$ cat src/rtl/sda_link_arbiter.sv
// Round-robin sequencer sharing one 4-bit SDA serializer among N requesters.
// A per-state watchdog traps a serializer that never starts or never finishes.
module sda_link_arbiter #(
  parameter int N       = 4,
  parameter int TIMEOUT = 64,
  parameter int TW      = 8
) (
  input  logic           sclk,
  input  logic           rst,
  input  logic [N-1:0]   req,
  input  logic [4*N-1:0] data_in,
  output logic [N-1:0]   done,
  output logic [N-1:0]   gnt,
  output logic [3:0]     ser_data,
  output logic           ser_start,
  input  logic           ser_busy,
  output logic           err,
  input  logic           err_clr,
  output logic [7:0]     xfer_cnt
);
  localparam int IW = (N > 1) ? $clog2(N) : 1;
  localparam logic [TW-1:0] TMAX     = TW'(TIMEOUT - 1);
  localparam logic [IW-1:0] LAST_RST = IW'(N - 1);
  localparam logic [N-1:0]  ONE_HOT0 = {{(N-1){1'b0}}, 1'b1};

  typedef enum logic [1:0] {
    IDLE      = 2'd0,
    WAIT_BUSY = 2'd1,
    WAIT_DONE = 2'd2,
    ERR       = 2'd3
  } state_t;

  state_t        state_q, state_d;
  logic [N-1:0]  gnt_q, gnt_d;
  logic [N-1:0]  done_q, done_d;
  logic [3:0]    ser_data_q, ser_data_d;
  logic          ser_start_q, ser_start_d;
  logic          err_q, err_d;
  logic [7:0]    xfer_cnt_q, xfer_cnt_d;
  logic [TW-1:0] timer_q, timer_d;
  logic [IW-1:0] last_q, last_d;
  logic [IW-1:0] win_q, win_d;

  logic [IW-1:0] cand_s;
  logic [IW-1:0] pick_s;
  logic [3:0]    pick_data_s;

  // Scan from the farthest slot back toward last+1 so the nearest requester wins.
  always_comb begin
    pick_s = last_q;
    cand_s = last_q;
    for (int k = N; k >= 1; k--) begin
      cand_s = IW'((int'(last_q) + k) % N);
      pick_s = req[cand_s] ? cand_s : pick_s;
    end
  end

  // Nibble of the arbitration winner.
  always_comb begin
    pick_data_s = 4'h0;
    for (int i = 0; i < N; i++) begin
      pick_data_s = (IW'(i) == pick_s) ? data_in[4*i +: 4] : pick_data_s;
    end
  end

  // Next-state and registered-output computation.
  always_comb begin
    state_d     = state_q;
    gnt_d       = gnt_q;
    done_d      = {N{1'b0}};
    ser_data_d  = ser_data_q;
    ser_start_d = 1'b0;
    err_d       = err_q;
    xfer_cnt_d  = xfer_cnt_q;
    timer_d     = timer_q;
    last_d      = last_q;
    win_d       = win_q;
    case (state_q)
      IDLE: begin
        if (|req) begin
          win_d       = pick_s;
          gnt_d       = ONE_HOT0 << pick_s;
          ser_data_d  = pick_data_s;
          ser_start_d = 1'b1;
          timer_d     = {TW{1'b0}};
          state_d     = WAIT_BUSY;
        end else begin
          gnt_d = {N{1'b0}};
        end
      end
      WAIT_BUSY: begin
        if (ser_busy) begin
          timer_d = {TW{1'b0}};
          state_d = WAIT_DONE;
        end else if (timer_q == TMAX) begin
          err_d   = 1'b1;
          gnt_d   = {N{1'b0}};
          last_d  = win_q;
          state_d = ERR;
        end else begin
          timer_d = timer_q + TW'(1'b1);
        end
      end
      WAIT_DONE: begin
        // Completion is checked first so a busy fall on the timeout cycle still finishes.
        if (!ser_busy) begin
          done_d     = gnt_q;
          gnt_d      = {N{1'b0}};
          last_d     = win_q;
          xfer_cnt_d = xfer_cnt_q + 8'd1;
          state_d    = IDLE;
        end else if (timer_q == TMAX) begin
          err_d   = 1'b1;
          gnt_d   = {N{1'b0}};
          last_d  = win_q;
          state_d = ERR;
        end else begin
          timer_d = timer_q + TW'(1'b1);
        end
      end
      ERR: begin
        gnt_d = {N{1'b0}};
        if (err_clr) begin
          err_d   = 1'b0;
          state_d = IDLE;
        end else begin
          err_d = 1'b1;
        end
      end
      default: begin
        gnt_d   = {N{1'b0}};
        state_d = IDLE;
      end
    endcase
  end

  // State and output registers.
  always_ff @(posedge sclk or negedge rst) begin
    if (!rst) begin
      state_q     <= IDLE;
      gnt_q       <= {N{1'b0}};
      done_q      <= {N{1'b0}};
      ser_data_q  <= 4'h0;
      ser_start_q <= 1'b0;
      err_q       <= 1'b0;
      xfer_cnt_q  <= 8'd0;
      timer_q     <= {TW{1'b0}};
      last_q      <= LAST_RST;
      win_q       <= {IW{1'b0}};
    end else begin
      state_q     <= state_d;
      gnt_q       <= gnt_d;
      done_q      <= done_d;
      ser_data_q  <= ser_data_d;
      ser_start_q <= ser_start_d;
      err_q       <= err_d;
      xfer_cnt_q  <= xfer_cnt_d;
      timer_q     <= timer_d;
      last_q      <= last_d;
      win_q       <= win_d;
    end
  end

  assign gnt       = gnt_q;
  assign done      = done_q;
  assign ser_data  = ser_data_q;
  assign ser_start = ser_start_q;
  assign err       = err_q;
  assign xfer_cnt  = xfer_cnt_q;

endmodule

$ cat config.mk
export PLATFORM = sky130hd
export DESIGN_NAME = sda_link_arbiter
export DESIGN_NICKNAME = d
export VERILOG_FILES = /design/src/rtl/sda_link_arbiter.sv
export SDC_FILE = /design/constraint.sdc
export NUM_CORES = 1
export LEC_CHECK = 0
export CORE_AREA = 2 2 66 68
export DETAILED_ROUTE_END_ITERATION = 16
export DIE_AREA = 0 0 68 70
export PLACE_DENSITY = 0.78
export SKIP_CTS_REPAIR_TIMING = 1
export SYNTH_ARGS = -nofsm -noshare
export SYNTH_HDL_FRONTEND = slang
export SYNTH_SLANG_ARGS = --single-unit
export TNS_END_PERCENT = 20
$ cat constraint.sdc
create_clock -name sclk -period 2.22 [get_ports sclk]
set_input_delay 0.444 -clock sclk [delete_from_list [all_inputs] [get_ports sclk]]
set_output_delay 0.444 -clock sclk [all_outputs]
set_load 0.01 [all_outputs]
==> metrics.yaml <==
power_uw: 2660
grt_max_degree: 37
min-delay-start: "xfer_cnt[7]"
drt-total-wl_microns: 3970
min_to: "xfer_cnt[7]"
ios: 46
synthArstFlopShare_pct: 100
slew_headroom_pct: 56.4
hold_class: "register to register"
wire_per_inst_microns: 13.5
stdcell_area_sq_um: 2590
start_kind: "register"
crit_required_ps: 2400
drt_iter0_drc: 147
clock-sinks: 36
place_area_sq_um: 2500
worst_slew_pin_slew_ps: 653
r2r_start: "state_q[0]"
place_congestion: 0.825
synth_common_cells: "dfrtp_1, nand2_1, a21oi_1, mux2i_1, inv_1"
core_sq_um: 4140
fmax_mhz: 508
cts_buffer_depth: 2
period_share_pct: 88.6
nFillCells: 373
setup.worst_path.end_class: "register"
ir_drop_mv: 0.474
period_needed_ps: 1970
critPathSlowestCell: "nor2b_1"
rows: 24
path_class: "register to register"
final_nets: 271
yosys_register_bits: 36
path_buf_inv: 2
place.port_buffers: 45
syn-num-nets: 216
area_growth_syn_to_layout_pct: 32.0
dp.cells: 285
setup_viol: 0
cellPowerDensity_nw_per_um2: 1030
final_cells: 293
vias: 1577
clkTransAtPathRegs_ps: 80
syn_inst: 185
hold_viol: 0
clock_skew_ps: 5.79
arrival_ps: 2150
die_w_microns: 68
grt_pass1_vias: 1519
grt_overflow_total: 0
synth_top_cell_by_area: "dfrtp_1"
ys_types: 53
via_per_inst: 5.38
antenna_left: 0
fin_tns_setup_ps: 0
synth_edf_count: 0
synth_area_sq_um: 1960
drc: 0
cts_max_level: 2
hold_depth: 1
rrSetupSlack_ps: 250
leakage_uw: 0.00111
drive_above_1_share_pct: 13.3
yosys_warnings: 0
netlist.area_leader.share_pct: 43.3
dpl.hpwl_microns: 2990
outcome: "finished clean"
reg2reg_to: "xfer_cnt[1]"
max_stage_delay_ps: 470
dr.pass1.iters: 6
cts_made_buffers: 5
synth.most_common_cell: "dfrtp_1"
reg2regPathDepth: 5
num_antenna_cells: 0
synthTopCellsByArea: "dfrtp_1, mux2i_1, ha_1, nand2_1, o221ai_2"
ys_seq_area_share_pct: 46.0
die-area_sq_um: 4760
crit_family: "simple AND/OR/NAND/NOR gates"
synth_top_flop_cell: "dfrtp_1"
rsz0062_at_grt: "no"
antenna_found_initial: 0
syn_area_per_cell_sq_um: 10.6
cp_max_fo: 7
hold_slack_ps: 469
clk_latency_ps: 290
grt_pass1_wl_microns: 7100
crit_path_cell_trace: "inv_1 -> ha_1 -> nor2b_1 -> buf_4 -> mux2_2"
cts_tree: "yes"
root_buffer: "clkbuf_8"
die_y_microns: 70
initial_core_util_pct: 47.4
grt.total_usage_pct: 19.2
maxCapViolCount: 0
maxSlewViolCount: 0
-- how the worst max path moves through the flow --
stage | slack (ps) | startpoint | to | cells after the start
floorplan | 480 | state_q[0] | timer_q[6] | 6
global placement | 50 | req[3] | timer_q[6] | 5
detailed placement | -1 | req[3] | timer_q[6] | 5
CTS | 160 | state_q[0] | timer_q[6] | 6
global route | 100 | req[1] | state_q[1] | 5
finish | 250 | state_q[0] | xfer_cnt[1] | 5
-- state kept, by name (all words and copies together), names as in the netlist --
register,cells
done,4
err,1
gnt,4
last_q,2
ser_data,4
ser_start,1
state_q,2
timer_q,8
win_q,2
xfer_cnt,8
-- routing by layer --
layer | track usage, % | vias up | share of wire (%) | routed length (microns)
met5 | 0 | - | 0 | 0
met4 | 4.00 | 0 | 0.86 | 34
met3 | 4.99 | 7 | 5.1 | 204
met2 | 30.3 | 43 | 49 | 1930
met1 | 26.4 | 736 | 45 | 1800
li1 | - | 791 | - | -
-- layout by cell type, fill, tap and decap left out, types with 4 or more instances in the layout --
master,instances
a21oi_1,10
and2_1,5
buf_4,6
clkbuf_8,5
clkdlybuf4s50_1,45
dfrtp_1,34
ha_1,7
inv_1,9
mux2i_1,10
nand2_1,20
nand3_1,6
nor2_1,5
nor2b_1,4
o21ai_0,8
o221ai_2,4
o22ai_1,5
xnor2_1,5
-- per-stage QoR --
stage	util (%)	setup WS, ps
detailed placement	60.2	-1.10
floorplan	-	482
global route	62.5	101
global placement	60.2	52.1
finish	62.5	252
CTS	62.3	164
-- worst register-to-register path: cells and delay by family (launching register included) --
| family | cells | cell delay, ps |
|---|---|---|
| mux | 1 | 330 |
| flops | 1 | 400 |
| simple gates | 1 | 470 |
| fa+ha+maj | 1 | 280 |
| buf+inv | 2 | 390 |
-- cell families (layout without fill, tap and decap cells) --
| group | Yosys count | count (layout) | synth area share, % |
|---|---|---|---|
| compound gates | 46 | 46 | 17.8 |
| buf+inv | 13 | 69 | 3.31 |
| flops | 36 | 36 | 46.0 |
| simple gates | 63 | 63 | 18.4 |
| xor+xnor | 7 | 7 | 3.12 |
| fa+ha+maj | 7 | 7 | 4.46 |
| mux | 13 | 13 | 6.82 |
-- cell type report --
| type | instances | area (sq um) | area share, % |
|---|---|---|---|
| sequential | 36 | 903 | 34.9 |
| inverter | 10 | 37.5 | 1.45 |
| timing repair buffer | 51 | 495 | 19.1 |
| clock buffer | 5 | 68.8 | 2.66 |
| tap | 52 | 65.1 | 2.51 |
| clock inverter | 3 | 18.8 | 0.724 |
| multi-input combinational | 136 | 1000 | 38.7 |
-- power breakdown --
| part | switching, uW | internal, uW | leakage [uW] |
|---|---|---|---|
| Combinational | 611 | 608 | 0.000590 |
| Sequential | 133 | 836 | 0.000471 |
| Clock | 250 | 219 | 0.0000479 |
| Total | 993 | 1660 | 0.00111 |
No activity file was read; power rests on OpenSTA's default activity.
